--- src/rtl/booth_r4_seq_mult.sv ---
// Iterative radix-4 modified Booth multiplier: one Booth digit retired per clock,
// start/busy/done handshake. Define BOOTH_UNSIGNED_EN to add the tc (signed/unsigned) input.

module booth_r4_seq_mult #(
  parameter int WIDTH = 16
) (
  input  logic               clk,
  input  logic               rst,
  input  logic               start,
`ifdef BOOTH_UNSIGNED_EN
  input  logic               tc,
`endif
  input  logic [WIDTH-1:0]   a,
  input  logic [WIDTH-1:0]   b,
  output logic               busy,
  output logic               done,
  output logic [2*WIDTH-1:0] p
);

  localparam int AW = WIDTH + 2;
`ifdef BOOTH_UNSIGNED_EN
  // Two spare multiplier bits supply the zero extension seen by the extra unsigned digit.
  localparam int QW = WIDTH + 3;
`else
  localparam int QW = WIDTH + 1;
`endif
  localparam int            CW     = $clog2(WIDTH/2 + 2);
  localparam logic [CW-1:0] DIGITS = CW'(WIDTH/2);

  typedef enum logic [1:0] {
    S_IDLE,
    S_RUN,
    S_DONE
  } state_t;

  state_t state, state_d;
  logic   load, step, finish;

  logic [AW-1:0]      a_reg;
  logic [AW-1:0]      acc;
  logic [QW-1:0]      q;
  logic [CW-1:0]      cnt;
  logic [AW-1:0]      addend;
  logic [AW-1:0]      acc_sum;
  logic [AW+QW-1:0]   shifted;
  logic [2*WIDTH-1:0] result;

  // Operand extension and digit count for the accepted request.
  logic               a_ext, b_ext;
  logic [CW-1:0]      cnt_init;
`ifdef BOOTH_UNSIGNED_EN
  logic               tc_q;
  assign a_ext    = tc & a[WIDTH-1];
  assign b_ext    = tc & b[WIDTH-1];
  assign cnt_init = tc ? DIGITS : DIGITS + CW'(1);
`else
  assign a_ext    = a[WIDTH-1];
  assign b_ext    = b[WIDTH-1];
  assign cnt_init = DIGITS;
`endif

  always_ff @(posedge clk) begin
    // NOTE: sequential state uses non-blocking assignments so every register samples pre-edge values.
    if (rst) state <= S_IDLE;
    else     state <= state_d;
  end

  always_comb begin
    // NOTE: every output of this block gets a default first, so no path can infer a latch.
    state_d = state;
    load    = 1'b0;
    step    = 1'b0;
    finish  = 1'b0;
    unique case (state)
      S_IDLE: begin
        if (start) begin
          load    = 1'b1;
          state_d = S_RUN;
        end
      end
      S_RUN: begin
        step = 1'b1;
        if (cnt == CW'(1)) state_d = S_DONE;
      end
      S_DONE: begin
        finish  = 1'b1;
        state_d = S_IDLE;
      end
      default: state_d = S_IDLE;
    endcase
  end

  assign busy = (state != S_IDLE);

  // Booth digit from the low multiplier triplet; negatives are formed as one's complement plus one.
  always_comb begin
    addend = '0;
    unique case (q[2:0])
      3'b001, 3'b010: addend = a_reg;
      3'b011:         addend = a_reg << 1;
      3'b100:         addend = ~(a_reg << 1) + 1'b1;
      3'b101, 3'b110: addend = ~a_reg + 1'b1;
      default:        addend = '0;
    endcase
  end

  assign acc_sum = acc + addend;
  assign shifted = $signed({acc_sum, q}) >>> 2;

  // The product lands one bit above the bottom when the multiplier field has been fully consumed.
  always_comb begin
`ifdef BOOTH_UNSIGNED_EN
    result = tc_q ? {acc[WIDTH-1:0], q[WIDTH+2:3]}
                  : {acc[WIDTH-3:0], q[WIDTH+2:1]};
`else
    result = {acc[WIDTH-1:0], q[WIDTH:1]};
`endif
  end

  always_ff @(posedge clk) begin
    // NOTE: the whole datapath is cleared on reset so an aborted product never leaks onto p.
    if (rst) begin
      a_reg <= '0;
      acc   <= '0;
      q     <= '0;
      cnt   <= '0;
      done  <= 1'b0;
      p     <= '0;
`ifdef BOOTH_UNSIGNED_EN
      tc_q  <= 1'b0;
`endif
    end else begin
      if (load) begin
        a_reg <= {{2{a_ext}}, a};
        acc   <= '0;
`ifdef BOOTH_UNSIGNED_EN
        q     <= {{2{b_ext}}, b, 1'b0};
        tc_q  <= tc;
`else
        q     <= {b, 1'b0};
`endif
        cnt   <= cnt_init;
      end else if (step) begin
        {acc, q} <= shifted;
        cnt      <= cnt - CW'(1);
      end
      done <= finish;
      if (finish) p <= result;
    end
  end

`ifndef BOOTH_UNSIGNED_EN
  // In the signed-only build the top extension bit is only used to form a_reg/q, never b_ext itself.
  logic unused_ext;
  assign unused_ext = b_ext;
`endif

endmodule

--- config.mk ---
export PLATFORM = sky130hd
export DESIGN_NAME = booth_r4_seq_mult
export DESIGN_NICKNAME = d
export VERILOG_FILES = /design/src/rtl/booth_r4_seq_mult.sv
export SDC_FILE = /design/constraint.sdc
export NUM_CORES = 1
export LEC_CHECK = 0
export ABC_AREA = 1
export ABC_CLOCK_PERIOD_IN_PS = 3800
export CAP_MARGIN = 20
export CELL_PAD_IN_SITES_DETAIL_PLACEMENT = 1
export CELL_PAD_IN_SITES_GLOBAL_PLACEMENT = 2
export CORE_UTILIZATION = 33
export DETAILED_ROUTE_END_ITERATION = 6
export PLACE_DENSITY_LB_ADDON = 0.1
export SYNTH_ARGS = -nofsm -noshare
export SYNTH_HDL_FRONTEND = slang
export SYNTH_SLANG_ARGS = --single-unit
--- constraint.sdc ---
create_clock -name clk -period 3.8 [get_ports clk]
set_input_delay 0.95 -clock clk [delete_from_list [all_inputs] [get_ports clk]]
set_output_delay 0.95 -clock clk [all_outputs]
set_load 0.05 [all_outputs]
# Yosys cells after proc, flatten, opt, wreduce, memory -nomap -nowiden
# Cells that the tools add are included.
totals:
  regBits: 88
classes:
  n_reduce_logical: 7
  n_eq_ne: 11
  n_addsub: 4
  muxes: 12
  bitwise_logic: 2
op_table:
  columns: ["op", "count"]
  rows:
  - ["case mux 18 bit (4 select lines)", 1]
  - ["adder 18 x 1 -> 18 bit, second input constant", 2]
  - ["NOT 18 bit", 2]
  - ["2-to-1 mux 17 bit", 2]
  - ["adder 18 bit", 1]
  - ["equality test 3 bit, second input constant", 3]
  - ["2-to-1 mux 4 bit", 2]
  - ["equality test 3 x 2 -> 1 bit, second input constant", 2]
  - ["OR reduction 2 bit", 3]
  - ["equality test 4 x 1 -> 1 bit, second input constant", 1]
  - ["2-to-1 mux 1 bit", 4]
  - ["2-to-1 mux 2 bit", 2]
  - ["inequality test 2 bit, second input constant", 2]
  - ["case mux 2 bit (2 select lines)", 1]
  - ["nonzero test 2 bit", 2]
  - ["subtractor 4 x 1 -> 4 bit, second input constant", 1]
  - ["equality test 3 x 1 -> 1 bit, second input constant", 1]
  - ["equality test 2 x 1 -> 1 bit, second input constant", 1]
  - ["equality test 2 bit, second input constant", 1]
  - ["logical NOT 2 bit", 1]
  - ["AND reduction 2 bit", 1]

# Longest topological paths before layout
# Gate-level depths: netlist (run 1).
logic_depth:
  word_depth: 6
  mapped_depth: 23

# Worst setup path before layout (run 1)
# OpenSTA, ideal clock, no wires.
synth_timing:
  kind: "register to register"
  from: "register a_reg[1]"
  to: "register acc[11]"
  stages_incl_launch_ff: 17
  synth_period_minus_slack_ns: 2.598
  n_path_buf: 0
  arrival_time_ns: 2.489
  setup_slack_ns: 1.202
  required_ns: 3.691
  cell_sequence: "dfxtp_1 > inv_1 > ha_1 > nand3_1 > nor2_1 > xor2_1 > a221o_1 > ha_1 > nand2_1 > inv_1 > a21oi_1 > nand3_2 > a21oi_1 > xor2_1 > nand2_1 > nand2_1 > inv_1"
synth_between:
  elab_chain_len: 4
  elab_cells_between_ends: 6
  classes_between: "add/sub: 3; mux: 1; bitwise: 2"
synth_rtl:
  columns: ["element", "line_no", "rtl"]
  rows:
  - ["start, declared", "39", "logic [AW-1:0] a_reg;"]
  - ["start signal, assigned", "134", "a_reg <= {{2{a_ext}}, a};"]
  - ["NOT 18 bit (on tied branches)", "102, 101", null]
  - ["adder 18 x 1 -> 18 bit (on tied branches)", "102, 101", null]
  - ["case mux 18 bit (4 select lines) (*)", "98", "unique case (q[2:0])"]
  - ["adder 18 bit (*)", "107", "assign acc_sum = acc + addend;"]
  - ["end signal, assigned", "144", "{acc, q} <= shifted;"]
  - ["end, declared", "40", "logic [AW-1:0] acc;"]
# Every way passes the cells marked *; elsewhere a longest branch is shown, timed or not.
# A chain may end at the register's enable or synchronous reset.

# Final worst setup path (run 1)
layout_timing:
  from: "register a_reg[0]"
  to: "register acc[11]"
# The elaborated chain is that of the path after synthesis.

==> results.yml, run 1 <==
outcome:
  status: "completed"
final_layout:
  syn_to_final_growth_pct: 22.7
  final_common_cell: "nand2_1"
  top_register: "p"
  multiInputGateArea_sq_mm: 0.00276
  fin_cells: 988
  layout.nets: 855
  nFillCells: 1836
  antenna_cells: 0
  top_regs: "p: 32 flops, q: 17 flops"
  design_area_sq_mm: 0.00609
  largest_reg_flops: 32
  seqCellArea_sq_mm: 0.00176
  drive_gt1_frac: 0.0585
  final_cell_mix: "nand2_1 (160), nor2_1 (124), dfxtp_1 (88)"
clock_tree:
  cts_tree: "yes"
  cts.clk_slew.worst_paths_ps: 70
  ctsResizeCount: 0
  clock_path_buffers: 2
  clockRootBuffer: "clkbuf_16"
  numCtsBuffers: 9
  h-tree-depth: 3
  numClockSinks: 88
  post-cts-setup-buffer-count: 0
  holdBufCountCts: 0
  insertion_delay_ps: 360
detailed_routing:
  viasPerCell: 5.03
  first_pass_iters: 4
  vias: 4966
  final_antenna_net_count: 0
  drcViolationCount: 0
  drt_iter0_drc: 226
  wl_per_cell_microns: 15.6
  drt-total-wl_microns: 15400
worst_setup_path:
  cp_num_buf_inv: 3
  worstPathArrival_ps: 3390
  cp-end-kind: "register"
  critPathTopFamily: "simple AND/OR/NAND/NOR gates"
  r2r_cells: 16
  cp.required_ps: 4060
  endpoint: "acc[11]$_SDFFE_PP0P_"
  crit_path_start_kind: "register"
  critPathLaunch: "a_reg[0]$_SDFFE_PP0P_"
  worstSetupPathDepth: 16
  reg2reg_from: "a_reg[0]$_SDFFE_PP0P_"
  crit_type: "register to register"
  rr_endpoint: "acc[11]$_SDFFE_PP0P_"
  r2r_setup_slack_ps: 670
  critPathSlowestCell: "a221o_1"
  path_max_fanout: 5
  critPathMaxStageDelay_ps: 370
  path_cells: "inv_1 > ha_1 > nand3_1 > nor2_1 > xor2_1 > a221o_1 > ha_1 > nand2_1 > inv_1 > a21oi_1 > nand3_2 > a21oi_1 > xor2_1 > nand2_1 > nand2_1 > inv_1"
logic_synthesis:
  syn_nets: 799
  muxShareOfSynthArea: 0
  synth_top_cell_area_share: 0.355
  synth_xor_area_frac: 0.0282
  synth_top_family_by_area: "simple AND/OR/NAND/NOR gates"
  ys_types: 39
  syn_area_sq_mm: 0.00497
  synthAdderAreaFrac: 0.0544
  yosys-top-cells-area: "dfxtp_1 (35%), nand2_1 (12%), nor2_1 (9.4%)"
  yosys.area_share.simple: 0.297
  ys_ff_latch: 88
  synth_top_area_cell: "dfxtp_1"
  syn_inst: 743
  ys_warn_count: 0
  syn_area_per_cell_sq_um: 6.68
  ys_seq_area_frac: 0.355
  synth-compound-area-share: 0.175
global_route:
  gr-total-overflow: 0
  grt_use_total: 0.203
  grt_pass1_wl_microns: 25200
  grt_pass1_vias: 4971
  grt_max_degree: 44
  antenna_found_initial: 0
power:
  power_density_mw_per_mm2: 396
  irDropWorstVdd_mv: 0.197
  p_leak_nw: 2.76
  p_total_mw: 2.42
flow_run:
  drv_cap: 0
place:
  dp_hpwl_microns: 11600
  dpl_cell_area_sq_mm: 0.00580
  port_buffers: 68
  gp_congestion: 0.825
  dp_cells: 972
  dp_slack_ps: 670
sta:
  worst_pin_slew_ps: 821
  rsz0062_at_grt: "false"
  skew_ps: 8.54
  period_minus_slack_ps: 3130
  hold_violations: 0
  fin_ws_ps: 669
  finalSetupTns_ps: 0
  setup_violations: 0
  period_share: 0.824
  finalMaxSlewViolations: 0
  max-slew-margin-rel: 0.449
  max_freq_mhz: 319
worst_hold_path:
  min_path_type: "register to register"
floorplanning:
  dieWidth_microns: 125
  start_util: 0.340
  core_region_area_sq_mm: 0.0146
  io_pins: 69
  rows: 44
  die_h_microns: 125
  die-area_sq_mm: 0.0155
## where the power goes
group / internal [mW] / switching [mW]
clock network: 0.514 / 0.414
registers: 0.969 / 0.0502
logic: 0.171 / 0.298
## cells by family (layout without fill, tap and decap cells)
logic type	after synthesis	after routing
flip-flops	88	88
adder cells (fa/ha/maj)	21	21
XOR/XNOR	16	16
AND/OR/NAND/NOR	348	348
AO/OA/AOI/OAI	155	155
buffers and inverters	115	176
## cell type report
cell class | count | area share
Inverter | 86 | 0.0532
Clock buffer | 10 | 0.0376
Tap cell | 184 | 0.0378
Timing Repair Buffer | 74 | 0.119
Clock inverter | 6 | 0.0111
Multi-Input combinational cell | 540 | 0.452
Sequential cell | 88 | 0.289
## synth_stat cells, drive strengths merged
| cell type | n |
|---|---|
| a211oi | 1 |
| a21oi | 46 |
| a221o | 2 |
| a221oi | 5 |
| a22oi | 1 |
| a31o | 1 |
| a31oi | 11 |
| buf | 12 |
| clkbuf | 17 |
| clkinv | 2 |
| dfxtp | 88 |
| fa | 1 |
| ha | 20 |
| inv | 84 |
| nand2 | 164 |
| nand3 | 33 |
| nand4 | 8 |
| nor2 | 134 |
| nor3 | 8 |
| nor4 | 1 |
| o2111ai | 5 |
| o211ai | 3 |
| o21ai | 72 |
| o21bai | 3 |
| o221ai | 1 |
| o22ai | 4 |
| xnor2 | 3 |
| xor2 | 13 |
## worst min-delay path by stage
stage          cells after the start  slack [ps]                 end          startpoint
2_1_floorplan                      2         440   p[3]$_SDFFE_PP0P_   q[4]$_SDFFE_PP0P_
3_3_place_gp                       2         470   p[3]$_SDFFE_PP0P_   q[4]$_SDFFE_PP0P_
3_5_place_dp                       2         490  q[10]$_SDFFE_PP0P_  q[10]$_SDFFE_PP0P_
4_1_cts                            2         500  q[10]$_SDFFE_PP0P_  q[10]$_SDFFE_PP0P_
5_1_grt                            2         530   p[5]$_SDFFE_PP0P_   q[6]$_SDFFE_PP0P_
6_report                           2         490  q[10]$_SDFFE_PP0P_  q[10]$_SDFFE_PP0P_
## worst register-to-register path, stage by stage, from the launching register on
cell and delay [ps]:
dfxtp_1 310, inv_1 120, ha_1 250, nand3_1 140
nor2_1 210, xor2_1 120, a221o_1 370, ha_1 360
nand2_1 180, inv_1 60, a21oi_1 170, nand3_2 160
a21oi_1 230, xor2_1 170, nand2_1 70, nand2_1 80
inv_1 30
## metal layers
layer	up-vias	wire (microns)	GRT usage	share of wire
met5	-	0	0	0
met4	0	306	0.0787	0.020
met3	19	454	0.0331	0.030
met2	58	7240	0.343	0.47
met1	2354	7380	0.258	0.48
li1	2535	-	-	-
## through the flow
| stage | util | hold slack, ps |
|---|---|---|
| after floorplan | - | 444 |
| after global placement | 0.397 | 468 |
| after detailed placement | 0.397 | 488 |
| after CTS | 0.418 | 498 |
| after global routing | 0.418 | 529 |
| final | 0.418 | 492 |
Note: power is estimated with default switching activity, not from simulation.
==> run 2: changes to the inputs <==
--- a/config.mk
+++ b/config.mk
@@ -6,11 +6,11 @@
 export NUM_CORES = 1
 export LEC_CHECK = 0
 export ABC_AREA = 1
-export ABC_CLOCK_PERIOD_IN_PS = 3800
+export ABC_CLOCK_PERIOD_IN_PS = 2700
 export CAP_MARGIN = 20
 export CELL_PAD_IN_SITES_DETAIL_PLACEMENT = 1
 export CELL_PAD_IN_SITES_GLOBAL_PLACEMENT = 2
-export CORE_UTILIZATION = 33
+export CORE_UTILIZATION = 27
 export DETAILED_ROUTE_END_ITERATION = 6
 export PLACE_DENSITY_LB_ADDON = 0.1
 export SYNTH_ARGS = -nofsm -noshare
==> constraint.sdc (replaced) <==
create_clock -name clk -period 2.7 [get_ports clk]
set_input_delay 0.675 -clock clk [delete_from_list [all_inputs] [get_ports clk]]
set_output_delay 0.675 -clock clk [all_outputs]
set_load 0.05 [all_outputs]
==> run 2 against run 1 <==
Net effect:
- the run now ends with setup timing left
- non-clock buffer count rose by 92
- fmax rose by 16%
- highest routed layer unchanged
- largest power group unchanged
- utilization rose by 0.63 points
- sequential share of layout area fell by 5.7 points
- die area rose by 22%
==> results.yml, run 2 (synthesis results as in run 1) <==
outcome:
  status: "finished, violations left"
  violations: "setup timing"
flow_run:
  drv_cap: 0
worst_hold_path:
  hp-start: "q[6]$_SDFFE_PP0P_"
  min_path_type: "register to register"
detailed_routing:
  drt-total-wl_microns: 18100
  first_pass_iters: 4
  final_antenna_net_count: 0
  wl_per_cell_microns: 16.1
  drcViolationCount: 0
  viasPerCell: 4.79
  vias: 5389
  drt_iter0_drc: 159
sta:
  hold_violations: 0
  period_share: 1.00
  rsz0062_at_grt: "true"
  max-slew-margin-rel: 0.639
  skew_ps: 17.3
  hold-worst-slack_ps: 476
  fin_ws_ps: -2.00
  finalMaxSlewViolations: 0
  max_freq_mhz: 370
  finalSetupTns_ps: -2.50
  worst_pin_slew_ps: 540
  setup_violations: 2
  period_minus_slack_ps: 2700
place:
  gp_congestion: 0.853
  dp_hpwl_microns: 13100
  dpl_cell_area_sq_mm: 0.00642
  dp_slack_ps: -328
  dp_cells: 1089
  port_buffers: 68
worst_setup_path:
  critPathLaunch: "a_reg[0]$_SDFFE_PP0P_"
  cp-end-kind: "register"
  worstPathArrival_ps: 2950
  reg2reg_from: "a_reg[0]$_SDFFE_PP0P_"
  path_cells: "inv_2 > buf_6 > nand3_4 > nor2_4 > buf_6 > xor2_2 > a221o_1 > ha_4 > nand2_4 > nor2_4 > nand2_1 > nand3_2 > nand2_1 > nand2_1 > nor2_1 > o21ai_1 > inv_1"
  cp.required_ps: 2950
  critPathTopFamily: "simple AND/OR/NAND/NOR gates"
  critPathSlowestCell: "a221o_1"
  crit_type: "register to register"
  path_common_cell: "nand2_1"
  cp_num_buf_inv: 4
  crit_path_start_kind: "register"
  path_max_fanout: 4
  critPathMaxStageDelay_ps: 450
clock_tree:
  h-tree-depth: 3
  numCtsBuffers: 9
  insertion_delay_ps: 360
  clock_path_buffers: 2
  cts_tree: "yes"
  cts.clk_slew.worst_paths_ps: 80
  numClockSinks: 88
  clockRootBuffer: "clkbuf_16"
  holdBufCountCts: 0
power:
  p_total_mw: 3.89
  pwr-share-seq: 0.368
  switching_share: 0.319
  p_leak_nw: 3.40
  clockPowerShare: 0.360
  switchingPower_mw: 1.24
  intPower_mw: 2.65
  comb_power_share: 0.272
  irDropWorstVdd_mv: 0.320
  power_density_mw_per_mm2: 510
global_route:
  grt_max_degree: 46
  grt_pass1_wl_microns: 28100
  antenna_found_initial: 0
  grt_pass1_vias: 5573
  gr-total-overflow: 0
  grt_use_total: 0.195
final_layout:
  top_regs: "p: 32 flops, q: 17 flops"
  largest_reg_flops: 32
  multiInputGateArea_sq_mm: 0.00347
  fin_cells: 1124
  final_cell_mix: "nand2_1 (133), nor2_1 (114), buf_4 (91)"
  drive_gt1_frac: 0.286
  antenna_cells: 0
  syn_to_final_growth_pct: 53.9
  layout.nets: 947
  utilization: 0.424
  top_register: "p"
  design_area_sq_mm: 0.00764
  final_common_cell: "nand2_1"
  seqCellArea_sq_mm: 0.00177
  nFillCells: 2216
floorplanning:
  core_region_area_sq_mm: 0.0180
  die-area_sq_mm: 0.0189
  io_pins: 69
  start_util: 0.276
  rows: 49
  die_h_microns: 138
  dieWidth_microns: 138
-- run 2: worst paths after layout --
path | to | slack, ps | cells after the start
worst max-delay path | acc[10]$_SDFFE_PP0P_ | -2 | 17
worst min-delay path | q[6]$_SDFFE_PP0P_ | 480 | 2
worst max register to register | acc[10]$_SDFFE_PP0P_ | -2 | 17
worst min register to register | q[6]$_SDFFE_PP0P_ | 480 | 2
-- run 2: worst reg2reg max path: stages, from the launching register on --
cell,delay (ps)
dfxtp_2,330
inv_2,80
buf_6,110
nand3_4,80
nor2_4,130
buf_6,130
xor2_2,60
a221o_1,450
ha_4,380
nand2_4,70
nor2_4,160
nand2_1,110
nand3_2,120
nand2_1,60
nand2_1,80
nor2_1,50
o21ai_1,140
inv_1,50
-- run 2: final cells by class --
class,count,share of cell area
clock buffer,9,0.0295
clock inverter,6,0.0121
inverter,86,0.0442
multi-input combinational,540,0.454
sequential,88,0.232
tap,229,0.0375
timing repair buffer,166,0.191
-- run 2: repair_timing --
action | CTS | global route
pin swaps | 32 | 52
endpoints found under the setup margin | 14 | 14
gates resized for setup | 85 | 89
setup buffers | 9 | 12
gates cloned | 0 | 0
-- run 2: power by group through the flow --
stage                     sequential (mW)  combinational, mW  clock (mW)
after detailed placement             1.46              0.819           0
after global placement               1.45              0.807           0
after floorplan                      1.46              0.454           0
after CTS                            1.43              0.924        1.44
final                                1.43               1.06        1.40
after global routing                 1.44               1.15        1.50
-- run 2: layer usage --
layer	part of all wire	GRT usage	vias up
li1	-	-	2706
met1	0.45	0.237	2578
met2	0.50	0.337	87
met3	0.031	0.0305	18
met4	0.023	0.0830	0
met5	0	0	-
==> run 3: changes to the inputs <==
--- a/config.mk
+++ b/config.mk
@@ -12,6 +12,7 @@
 export CELL_PAD_IN_SITES_GLOBAL_PLACEMENT = 2
 export CORE_UTILIZATION = 27
 export DETAILED_ROUTE_END_ITERATION = 6
+export GPL_TIMING_DRIVEN = 0
 export PLACE_DENSITY_LB_ADDON = 0.1
 export SYNTH_ARGS = -nofsm -noshare
 export SYNTH_HDL_FRONTEND = slang
==> run 3 against run 2 <==
Net effect:
- the flow still finishes with violations (setup timing)
- combinational power is 14% lower
- setup slack better by 0.59 ps
- via count fell by 3.6%
- sequential power about the same
- largest power group unchanged
==> results.yml, run 3 (synthesis results as in run 1) <==
outcome:
  status: "finished, violations left"
  violations: "setup timing"
detailed_routing:
  drt-total-wl_microns: 18000
  vias: 5193
  final_antenna_net_count: 0
  first_pass_iters: 4
  drcViolationCount: 0
  viasPerCell: 4.75
  wl_per_cell_microns: 16.5
  drt_iter0_drc: 124
clock_tree:
  clock_path_buffers: 2
  holdBufCountCts: 0
  numClockSinks: 88
  clockRootBuffer: "clkbuf_16"
  cts.clk_slew.worst_paths_ps: 70
  insertion_delay_ps: 350
  cts_tree: "yes"
  h-tree-depth: 3
  numCtsBuffers: 9
final_layout:
  syn_to_final_growth_pct: 42.2
  final_cell_mix: "nand2_1 (143), nor2_1 (120), dfxtp_1 (78)"
  drive_gt1_frac: 0.203
  final_common_cell: "nand2_1"
  top_regs: "p: 32 flops, q: 17 flops"
  largest_reg_flops: 32
  layout.nets: 916
  antenna_cells: 0
  nFillCells: 2237
  top_register: "p"
worst_setup_path:
  critPathMaxStageDelay_ps: 380
  crit_path_start_kind: "register"
  worstPathArrival_ps: 2950
  cp_num_buf_inv: 3
  crit_type: "register to register"
  critPathTopFamily: "simple AND/OR/NAND/NOR gates"
  reg2reg_from: "a_reg[3]$_SDFFE_PP0P_"
  cp-end-kind: "register"
  critPathLaunch: "a_reg[3]$_SDFFE_PP0P_"
  critPathSlowestCell: "ha_4"
  path_cells: "nor2_4 > buf_4 > nand3_2 > nor2_2 > nand3_2 > xor2_1 > nand2_1 > nand4_1 > ha_4 > buf_4 > nand2_4 > o21ai_1 > a21oi_2 > nand3_1 > nand3_1 > nand2_1 > inv_1"
  cp.required_ps: 2950
  path_max_fanout: 4
sta:
  period_share: 1.00
  fin_ws_ps: -1.40
  hold-worst-slack_ps: 483
  hold_violations: 0
  max-slew-margin-rel: 0.539
  skew_ps: 5.55
  max_freq_mhz: 370
  finalMaxSlewViolations: 0
  rsz0062_at_grt: "true"
  setup_violations: 1
  period_minus_slack_ps: 2700
  worst_pin_slew_ps: 691
power:
  irDropWorstVdd_mv: 0.287
  p_total_mw: 3.75
  power_density_mw_per_mm2: 531
  p_leak_nw: 3.09
floorplanning:
  start_util: 0.276
  core_region_area_sq_mm: 0.0180
  rows: 49
  die-area_sq_mm: 0.0189
  die_h_microns: 138
  io_pins: 69
  dieWidth_microns: 138
global_route:
  grt_use_total: 0.197
  antenna_found_initial: 0
  grt_max_degree: 16
  gr-total-overflow: 0
  grt_pass1_vias: 5370
  grt_pass1_wl_microns: 28000
worst_hold_path:
  min_path_type: "register to register"
  hp-start: "q[10]$_SDFFE_PP0P_"
flow_run:
  drv_cap: 0
place:
  port_buffers: 68
  gp_congestion: 0.825
  dp_hpwl_microns: 13500
run 3: per-stage QoR:
stage / instances / area, sq um / TNS, ps / worst slack, ps / utilization
global route: 1093 / 7060 / -1380 / -266 / 0.392
detailed placement: 1040 / 5930 / -3730 / -428 / 0.329
CTS: 1077 / 6680 / -244 / -81.8 / 0.370
floorplan: 743 / 4970 / 0 / 102 / -
finish: 1093 / 7060 / -1.40 / -1.40 / 0.392
global placement: 1040 / 5930 / -3240 / -416 / 0.329
run 3: final cells by class:
cell class / instances / area (sq um) / area share
buffer: 29 / 143 / 0.0202
clock buffer: 9 / 225 / 0.0319
clock inverter: 6 / 90.1 / 0.0128
inverter: 86 / 329 / 0.0466
multi-input combinational: 540 / 3240 / 0.458
sequential: 88 / 1780 / 0.253
tap: 229 / 287 / 0.0406
timing repair buffer: 106 / 966 / 0.137
run 3: power breakdown:
part	internal (mW)	switching, mW
clock network	0.812	0.576
registers	1.37	0.0799
logic	0.387	0.528
total	2.56	1.18
run 3: routing by layer:
metal	routed length (microns)	share of wire	up-vias	GRT usage
li1	-	-	2660	-
met1	8510	0.47	2460	0.249
met2	8830	0.49	57	0.341
met3	432	0.024	16	0.0276
met4	280	0.016	0	0.0629
met5	0	0	-	0
run 3: worst paths after layout:
path | to | slack [ps] | cells after the start
worst min register to register | q[10]$_SDFFE_PP0P_ | 480 | 2
worst max register to register | acc[14]$_SDFFE_PP0P_ | -1 | 17
worst min-delay path | q[10]$_SDFFE_PP0P_ | 480 | 2
worst max-delay path | acc[14]$_SDFFE_PP0P_ | -1 | 17
run 3: worst register-to-register path, delay by kind of cell, from the launching register on:
| kind | cells | cell delay, ps |
|---|---|---|
| adder cells (fa/ha/maj) | 1 | 380 |
| AND/OR/NAND/NOR | 10 | 1110 |
| XOR/XNOR | 1 | 180 |
| buffers and inverters | 3 | 290 |
| AO/OA/AOI/OAI | 2 | 310 |
| flip-flops | 1 | 350 |
run 3: timing repair:
| action | in CTS | in global routing |
|---|---|---|
| endpoints found under the setup margin | 14 | 12 |
| pin swaps | 31 | 26 |
| setup buffers | 22 | 16 |
| gates resized for setup | 72 | 52 |
